[config.mk]
export PLATFORM = sky130hd
export DESIGN_NAME = bit_serial_adder
export DESIGN_NICKNAME = d
export VERILOG_FILES = /design/src/rtl/bit_serial_adder.sv
export SDC_FILE = /design/constraint.sdc
export NUM_CORES = 1
export LEC_CHECK = 0
export BUFFER_PORTS_ARGS = -buffer_cell sky130_fd_sc_hd__buf_2
export CORE_ASPECT_RATIO = 1.4
export CORE_MARGIN = 4
export CORE_UTILIZATION = 50
export CTS_CLUSTER_SIZE = 28
export DETAILED_ROUTE_END_ITERATION = 10
export PLACE_DENSITY_LB_ADDON = 0.1
export SYNTH_ARGS = -nofsm -noshare
export SYNTH_HDL_FRONTEND = slang
export SYNTH_SLANG_ARGS = --single-unit
[constraint.sdc]
create_clock -name clk -period 3.8 [get_ports clk]
set_input_delay 0.76 -clock clk [delete_from_list [all_inputs] [get_ports clk]]
set_output_delay 0.76 -clock clk [all_outputs]
set_load 0.02 [all_outputs]
[src/rtl/bit_serial_adder.sv]
// ---------------------------------------------------------------------------
// bit_serial_adder
//   Word-level modular adder built from a single full-adder cell. One bit of
//   (a + b + cin) is produced per clock, LSB first, with the carry kept in a
//   flop between bits. Used by the hashing datapath for mod-2^WIDTH sums
//   where area matters more than throughput.
//
// Ports
//   clk        rising-edge clock
//   rst_n      asynchronous active-low reset
//   in_valid   operand word present on a, b, cin
//   in_ready   operands accepted this cycle if in_valid (IDLE only)
//   a, b       WIDTH-bit operands, captured on the accept edge
//   cin        carry-in, captured on the accept edge
//   out_valid  sum/cout hold a completed result
//   out_ready  consumer takes the result
//   sum        (a + b + cin) mod 2^WIDTH
//   cout       carry out of bit WIDTH-1
//   busy       operation in flight or result waiting (RUN or DONE)
// ---------------------------------------------------------------------------

// One-bit full adder cell; the only arithmetic in the block.
module bsa_full_adder (
    input  logic a_i,
    input  logic b_i,
    input  logic c_i,
    output logic s_o,
    output logic c_o
);
    assign s_o = a_i ^ b_i ^ c_i;
    assign c_o = (a_i & b_i) | (b_i & c_i) | (a_i & c_i);
endmodule

module bit_serial_adder #(
    parameter int WIDTH = 32
) (
    input  logic             clk,
    input  logic             rst_n,
    input  logic             in_valid,
    output logic             in_ready,
    input  logic [WIDTH-1:0] a,
    input  logic [WIDTH-1:0] b,
    input  logic             cin,
    output logic             out_valid,
    input  logic             out_ready,
    output logic [WIDTH-1:0] sum,
    output logic             cout,
    output logic             busy
);
    localparam int            CW   = $clog2(WIDTH);
    localparam logic [CW-1:0] LAST = CW'(WIDTH - 1);

    typedef enum logic [1:0] {
        ST_IDLE = 2'd0,
        ST_RUN  = 2'd1,
        ST_DONE = 2'd2
    } state_e;

    state_e           state_q, state_d;
    logic [WIDTH-1:0] sa_q, sa_d;
    logic [WIDTH-1:0] sb_q, sb_d;
    logic [WIDTH-1:0] sum_q, sum_d;
    logic             carry_q, carry_d;
    logic [CW-1:0]    cnt_q, cnt_d;
    logic             cout_q, cout_d;
    logic             out_valid_q, out_valid_d;

    logic             fa_s, fa_c;

    // The full adder always looks at the current LSBs; its result is only
    // committed while in RUN.
    bsa_full_adder u_fa (
        .a_i (sa_q[0]),
        .b_i (sb_q[0]),
        .c_i (carry_q),
        .s_o (fa_s),
        .c_o (fa_c)
    );

    always_comb begin
        state_d     = state_q;
        sa_d        = sa_q;
        sb_d        = sb_q;
        sum_d       = sum_q;
        carry_d     = carry_q;
        cnt_d       = cnt_q;
        cout_d      = cout_q;
        out_valid_d = out_valid_q;

        unique case (state_q)
            ST_IDLE: begin
                if (in_valid) begin
                    sa_d    = a;
                    sb_d    = b;
                    carry_d = cin;
                    cnt_d   = '0;
                    state_d = ST_RUN;
                end
            end
            ST_RUN: begin
                sa_d    = sa_q >> 1;
                sb_d    = sb_q >> 1;
                carry_d = fa_c;
                // Sum bits enter at the top; after WIDTH shifts bit 0 has
                // reached the LSB and the word is aligned.
                sum_d   = {fa_s, sum_q[WIDTH-1:1]};
                if (cnt_q == LAST) begin
                    // Counter holds at LAST rather than wrapping to 0.
                    cout_d      = fa_c;
                    out_valid_d = 1'b1;
                    state_d     = ST_DONE;
                end else begin
                    cnt_d = cnt_q + 1'b1;
                end
            end
            ST_DONE: begin
                // out_valid_q is always 1 here, so out_ready alone completes
                // the handshake.
                if (out_ready) begin
                    out_valid_d = 1'b0;
                    state_d     = ST_IDLE;
                end
            end
            default: begin
                state_d = ST_IDLE;
            end
        endcase
    end

    always_ff @(posedge clk or negedge rst_n) begin
        if (!rst_n) begin
            state_q     <= ST_IDLE;
            sa_q        <= '0;
            sb_q        <= '0;
            sum_q       <= '0;
            carry_q     <= 1'b0;
            cnt_q       <= '0;
            cout_q      <= 1'b0;
            out_valid_q <= 1'b0;
        end else begin
            state_q     <= state_d;
            sa_q        <= sa_d;
            sb_q        <= sb_d;
            sum_q       <= sum_d;
            carry_q     <= carry_d;
            cnt_q       <= cnt_d;
            cout_q      <= cout_d;
            out_valid_q <= out_valid_d;
        end
    end

    // Handshake/status outputs decode only the state register.
    assign in_ready  = (state_q == ST_IDLE);
    assign busy      = (state_q != ST_IDLE);
    assign out_valid = out_valid_q;
    assign sum       = sum_q;
    assign cout      = cout_q;

endmodule

==> flow_metrics.py, run 1 <==
metrics = {
    "sta": {
        "fmax_mhz": 464,
        "min_period_over_period_pct": 56.7,
        "worst_clock_skew_ps": 6.60,
        "relSlewSlack_pct": 45.0,
        "fin_setup_tns_ps": 0,
        "finalMaxSlewViolations": 0,
        "tightest_slew_ps": 824,
        "rsz0062_at_grt": "no",
        "final-setup-viol-count": 0,
        "hold_violations": 0,
        "min_period_ps": 2160,
    },
    "yosys": {
        "ys.flop_type": "dfrtp_1",
        "yosysTopAreaCell": "dfrtp_1",
        "syn_avg_cell_area_um2": 11.8,
        "yosysMostFrequentCell": "dfrtp_1",
        "async_reset_ff_share_pct": 100,
        "synth.area.top_cells": "dfrtp_1 (56%), mux2i_1 (14%), mux2_2 (8.1%)",
        "synth-edff-count": 0,
        "syn-cell-area_um2": 4710,
        "synth_top_area_share_pct": 56.3,
        "ys_seq_area_share_pct": 56.3,
        "synthTopCellsByCount": "dfrtp_1 (106), nand2_1 (69), mux2i_1 (65), o21ai_0 (57), mux2_2 (34)",
        "syn_inst": 400,
        "ys_ff_latch": 106,
        "yosys.cell_types.count": 31,
        "yosysWarnings": 0,
        "syn-num-nets": 473,
    },
    "placement": {
        "routabilityCongestion": 0.733,
        "place_inst": 590,
        "portBuffers": 104,
        "dp_hpwl_mm": 6.11,
    },
    "pwr": {
        "vdd_drop_max_uv": 521,
        "p_per_area_nw_per_um2": 886,
        "total_leakage_power_nw": 2.92,
    },
    "clocking": {
        "clkLatencyLatePin_ps": 340,
        "clkTransAtPathRegs_ps": 70,
        "cts_inserted_buffers": 9,
        "cts_resized": 0,
        "htreeDepth": 3,
        "clock_sinks": 106,
        "holdBufCountCts": 0,
        "cts_tree": "built",
        "clockBufferDepth": 2,
        "postCtsSetupBuffers": 0,
        "clock-root-buffer": "clkbuf_16",
    },
    "job": {
        "maxCapViolCount": 0,
    },
    "setup_path": {
        "required_ps": 3040,
        "arrival_ps": 1400,
        "critPathLaunchType": "flip-flop",
        "reg2reg_depth": 3,
        "cp_max_fo": 11,
        "r2r_start": "state_q[0]$_DFFE_PN0P_",
        "rr_endpoint": "sum[8]$_DFFE_PN0P_",
        "reg2reg_slack_ps": 1860,
        "endpoint_kind": "output port",
        "path_class": "flip-flop to output port",
    },
    "floorplanning": {
        "chipWidth_um": 90.0,
        "die_area_um2": 11100,
        "ios": 105,
        "rows": 41,
        "die_h_um": 123,
        "core_um2": 9130,
        "start_util_pct": 51.6,
    },
    "layout": {
        "post-route-util_pct": 61.2,
        "drive_gt1_share_pct": 32.5,
        "finalNetCount": 567,
        "register_area_um2": 2650,
        "num-fill-cells": 788,
        "syn2layout_area_growth_pct": 18.5,
        "instances_no_fill": 606,
        "multi_input_area_um2": 1850,
        "n_antenna_cell": 0,
    },
    "global_routing": {
        "grt_max_degree": 84,
        "overflow": 0,
        "track_usage_pct": 16.9,
        "first_global_vias": 3046,
        "grt_pass1_wl_mm": 15.0,
        "grt_antenna_before_repair": 0,
    },
    "run_status": {
        "status": "finished clean",
    },
    "routing": {
        "detail_route.wl_per_cell_um": 14.5,
        "drt-total-wl_mm": 8.79,
        "dr.pass1.iters": 4,
        "viasPerCell": 5.04,
        "drc": 0,
        "vias": 3056,
        "drt_iter0_drc": 131,
        "ant_nets": 0,
    },
    "min_path": {
        "hp-class": "flip-flop to flip-flop",
        "hold_start": "sb_q[1]$_DFFE_PN0P_",
        "min_path_cells": 2,
        "holdPathEnd": "sb_q[1]$_DFFE_PN0P_",
    },
}
through the flow:
step | worst slack [ps] | hold slack (ps) | cell area, um2 | total power, mW
3_5_place_dp | 1800 | 470 | 5240 | 3.94
6_report | 1650 | 477 | 5580 | 4.95
5_1_grt | 1590 | 508 | 5580 | 5.33
3_3_place_gp | 1870 | 460 | 5240 | 3.85
4_1_cts | 1630 | 486 | 5580 | 5.02
2_1_floorplan | 1930 | 450 | 4710 | 3.49
logic make-up after synthesis:
logic type,Yosys count,synth area share [%]
mux,100,22.2
buf+inv,33,4.78
simple gates,80,6.93
compound gates,77,8.60
fa+ha+maj,4,1.22
flops,106,56.3
worst max path at each step:
stage / startpoint / depth (start not counted) / endpoint / slack (ps)
6_report: state_q[1]$_DFFE_PN0P_ / 3 / busy / 1650
5_1_grt: state_q[0]$_DFFE_PN0P_ / 3 / busy / 1590
2_1_floorplan: state_q[1]$_DFFE_PN0P_ / 3 / busy / 1930
3_5_place_dp: in_valid / 4 / sb_q[5]$_DFFE_PN0P_ / 1800
3_3_place_gp: in_valid / 4 / sb_q[3]$_DFFE_PN0P_ / 1870
4_1_cts: state_q[1]$_DFFE_PN0P_ / 3 / busy / 1630
placed cells by master (no fill, tap or decap):
| master | netlist | layout |
|---|---|---|
| a22o_1 | 1 | 1 |
| a21boi_0 | 1 | 1 |
| o22ai_1 | 1 | 1 |
| and3_1 | 1 | 1 |
| o21ai_1 | 8 | 8 |
| mux2_2 | 34 | 34 |
| a211oi_1 | 1 | 1 |
| nand2b_1 | 3 | 3 |
| buf_4 | 4 | 6 |
| o21ai_0 | 57 | 57 |
| a22oi_1 | 2 | 2 |
| clkbuf_16 | 0 | 9 |
| o31ai_1 | 1 | 1 |
| mux2i_1 | 65 | 65 |
| a21oi_1 | 4 | 4 |
| nand3_1 | 1 | 1 |
| nor2b_1 | 2 | 2 |
| buf_2 | 5 | 103 |
| nand2_1 | 69 | 69 |
| inv_1 | 6 | 6 |
| clkinvlp_4 | 0 | 1 |
| o21bai_4 | 0 | 1 |
| bufinv_16 | 0 | 3 |
| inv_6 | 0 | 3 |
| buf_12 | 1 | 1 |
| dfrtp_1 | 106 | 106 |
| nor2b_4 | 1 | 1 |
| nor2_1 | 3 | 3 |
| fa_1 | 1 | 1 |
| ha_1 | 3 | 3 |
| mux2_1 | 1 | 1 |
flip-flops by register name, indices dropped and copies added, names as in the netlist:
signal / flops
out_valid: 1
state_q: 2
cnt_q: 5
carry_q: 1
sum: 32
sb_q: 32
sa_q: 32
cout: 1
report_power, final:
| group | switching (mW) | total [mW] | internal, mW |
|---|---|---|---|
| sequential | 0.321 | 2.01 | 1.69 |
| clock | 0.425 | 1.08 | 0.651 |
| combinational | 0.990 | 1.86 | 0.873 |
| total | 1.74 | 4.95 | 3.21 |
critical path, stage by stage, from the launching register on:
cell and delay [ps]:
dfrtp_1 520, nor2_1 290, inv_1 70, buf_2 160
per-layer routing:
layer  share of wire (%)  GRT usage, %  up-vias  wire [um]
li1                    -             -     1562          -
met5                   0             0        -          0
met4                 1.6          6.03        0        139
met1                  46          23.3     1422       4080
met2                  48          26.5       61       4210
met3                 4.1          3.92       11        356
area by class of cell:
type / instances / share of cell area [%]
well taps: 107 / 2.40
clock buffers: 9 / 4.03
repair buffers: 110 / 10.4
inverters: 6 / 0.403
flip-flops and latches: 106 / 47.5
multi-input cells: 261 / 33.0
clock inverters: 7 / 2.22
Power figures use the tool's default switching activity.
==> run 2, diff against run 1 <==
clock period = 2.15 ns   (was 3.8 ns; I/O delays follow)
==> run 2 against run 1 <==
First-iteration DRC count decreased by 37%. Sequential share of layout area increased by 0.11 points. Worst setup slack got worse by 1400 ps. Sequential power increased by 75%. Flip-flop and latch count unchanged. Power increased by 71%. Die area unchanged. Combinational power increased by 83%. Design area decreased by 0.22%. Via count increased by 1.0%. Critical path type is now flip-flop to flip-flop. Largest cell class unchanged.
==> flow_metrics.py, run 2 (same netlist as run 1, synthesis figures left out) <==
metrics = {
    "setup_path": {
        "endpoint_kind": "flip-flop",
        "reg2reg_depth": 6,
        "cp_max_fo": 4,
        "path_class": "flip-flop to flip-flop",
        "critPathLaunchType": "flip-flop",
        "r2r_start": "cnt_q[0]$_DFFE_PN0P_",
        "reg2reg_slack_ps": 250,
        "required_ps": 2370,
        "rr_endpoint": "cnt_q[3]$_DFFE_PN0P_",
        "arrival_ps": 2120,
    },
    "routing": {
        "drt_iter0_drc": 83,
        "drc": 0,
        "dr.pass1.iters": 4,
        "vias": 3087,
        "drt-total-wl_mm": 8.81,
        "viasPerCell": 5.09,
        "detail_route.wl_per_cell_um": 14.5,
        "ant_nets": 0,
    },
    "clocking": {
        "postCtsSetupBuffers": 0,
        "htreeDepth": 3,
        "cts_resized": 0,
        "clkTransAtPathRegs_ps": 70,
        "clock_sinks": 106,
        "clockBufferDepth": 2,
        "cts_tree": "built",
        "clkLatencyLatePin_ps": 340,
        "cts_inserted_buffers": 9,
        "holdBufCountCts": 0,
        "clock-root-buffer": "clkbuf_16",
    },
    "global_routing": {
        "grt_most_used_layer": "met2",
        "grt_use_met2_pct": 27.0,
        "track_usage_pct": 16.8,
        "first_global_vias": 3174,
        "overflow": 0,
        "met1_usage_pct": 22.0,
        "grt_max_degree": 107,
        "grt_antenna_before_repair": 0,
        "met3_usage_pct": 3.56,
        "grt_pass1_wl_mm": 14.9,
    },
    "sta": {
        "worst_clock_skew_ps": 6.50,
        "min_period_ps": 1900,
        "final-setup-viol-count": 0,
        "fin_setup_tns_ps": 0,
        "finalMaxSlewViolations": 0,
        "fmax_mhz": 527,
        "rsz0062_at_grt": "no",
        "relSlewSlack_pct": 61.8,
        "min_period_over_period_pct": 88.2,
        "setup_slack_ps": 253,
        "hold_violations": 0,
        "tightest_slew_ps": 573,
    },
    "layout": {
        "num-fill-cells": 799,
        "n_antenna_cell": 0,
        "mostFrequentLayoutCell": "dfrtp_1",
        "post-route-util_pct": 61.0,
        "drive_gt1_share_pct": 32.6,
        "finalNetCount": 568,
        "stdcell_area_um2": 5570,
        "syn2layout_area_growth_pct": 18.2,
        "final_cell_mix": "dfrtp_1 (106), buf_2 (103), nand2_1 (69), mux2i_1 (65), o21ai_0 (57)",
    },
    "floorplanning": {
        "core_um2": 9130,
        "chipWidth_um": 90.0,
        "start_util_pct": 51.6,
        "die_area_um2": 11100,
        "ios": 105,
        "rows": 41,
        "die_h_um": 123,
    },
    "pwr": {
        "power_mw": 8.45,
        "vdd_drop_max_uv": 624,
        "p_per_area_nw_per_um2": 1520,
        "total_leakage_power_nw": 2.90,
    },
    "placement": {
        "dp_hpwl_mm": 5.92,
        "portBuffers": 104,
        "routabilityCongestion": 0.688,
        "dpl_cell_area_um2": 5290,
        "pre_cts_ws_ps": 250,
    },
    "min_path": {
        "hp-class": "primary input to asynchronous set/reset pin",
    },
    "job": {
        "maxCapViolCount": 0,
    },
    "run_status": {
        "status": "finished clean",
    },
}
-- run 2: cell count changes in the layout (fill, tap and decap cells not counted) --
cell / before / now
buf_12: 1 / 5
buf_4: 6 / 3
bufinv_16: 3 / 0
clkinv_4: 0 / 2
clkinvlp_4: 1 / 3
inv_6: 3 / 1
clkinv_2: 0 / 1
-- run 2: how the worst max path moves through the flow --
stage,startpoint,end,slack (ps)
floorplan,cnt_q[0]$_DFFE_PN0P_,cnt_q[3]$_DFFE_PN0P_,350
global placement,cnt_q[0]$_DFFE_PN0P_,cnt_q[3]$_DFFE_PN0P_,320
detailed placement,cnt_q[0]$_DFFE_PN0P_,cnt_q[3]$_DFFE_PN0P_,250
CTS,cnt_q[0]$_DFFE_PN0P_,cnt_q[3]$_DFFE_PN0P_,240
global route,cnt_q[0]$_DFFE_PN0P_,cnt_q[3]$_DFFE_PN0P_,100
finish,cnt_q[0]$_DFFE_PN0P_,cnt_q[3]$_DFFE_PN0P_,250
-- run 2: layer usage --
metal,up-vias,wire (um)
met5,-,0
met4,0,131
met3,7,454
met2,60,4270
met1,1458,3950
li1,1562,-
-- run 2: power breakdown --
part | internal, mW | switching (mW)
sequential | 2.98 | 0.539
clock | 0.791 | 0.733
combinational | 1.61 | 1.80
total | 5.38 | 3.07
-- run 2: per-stage QoR --
stage / hold slack (ps) / instances
6_report: 125 / 607
3_5_place_dp: 471 / 591
5_1_grt: 205 / 607
4_1_cts: 183 / 607
3_3_place_gp: 461 / 591
2_1_floorplan: 134 / 400
-- run 2: worst max-delay path, cell delays in order (launching register included) --
cell      delay, ps
dfrtp_1         410
ha_1            210
and3_1          190
ha_1            210
nand2b_1        170
a211oi_1        220
mux2_2          360
-- run 2: cell type report --
type                       count  area (um2)  area share, %
clock buffer                   9         225           4.04
clock inverter                 7        53.8          0.966
inverter                       6        22.5          0.404
multi-input combinational    261        1850           33.1
sequential                   106        2650           47.6
tap                          107         134           2.40
timing repair buffer         111         638           11.5
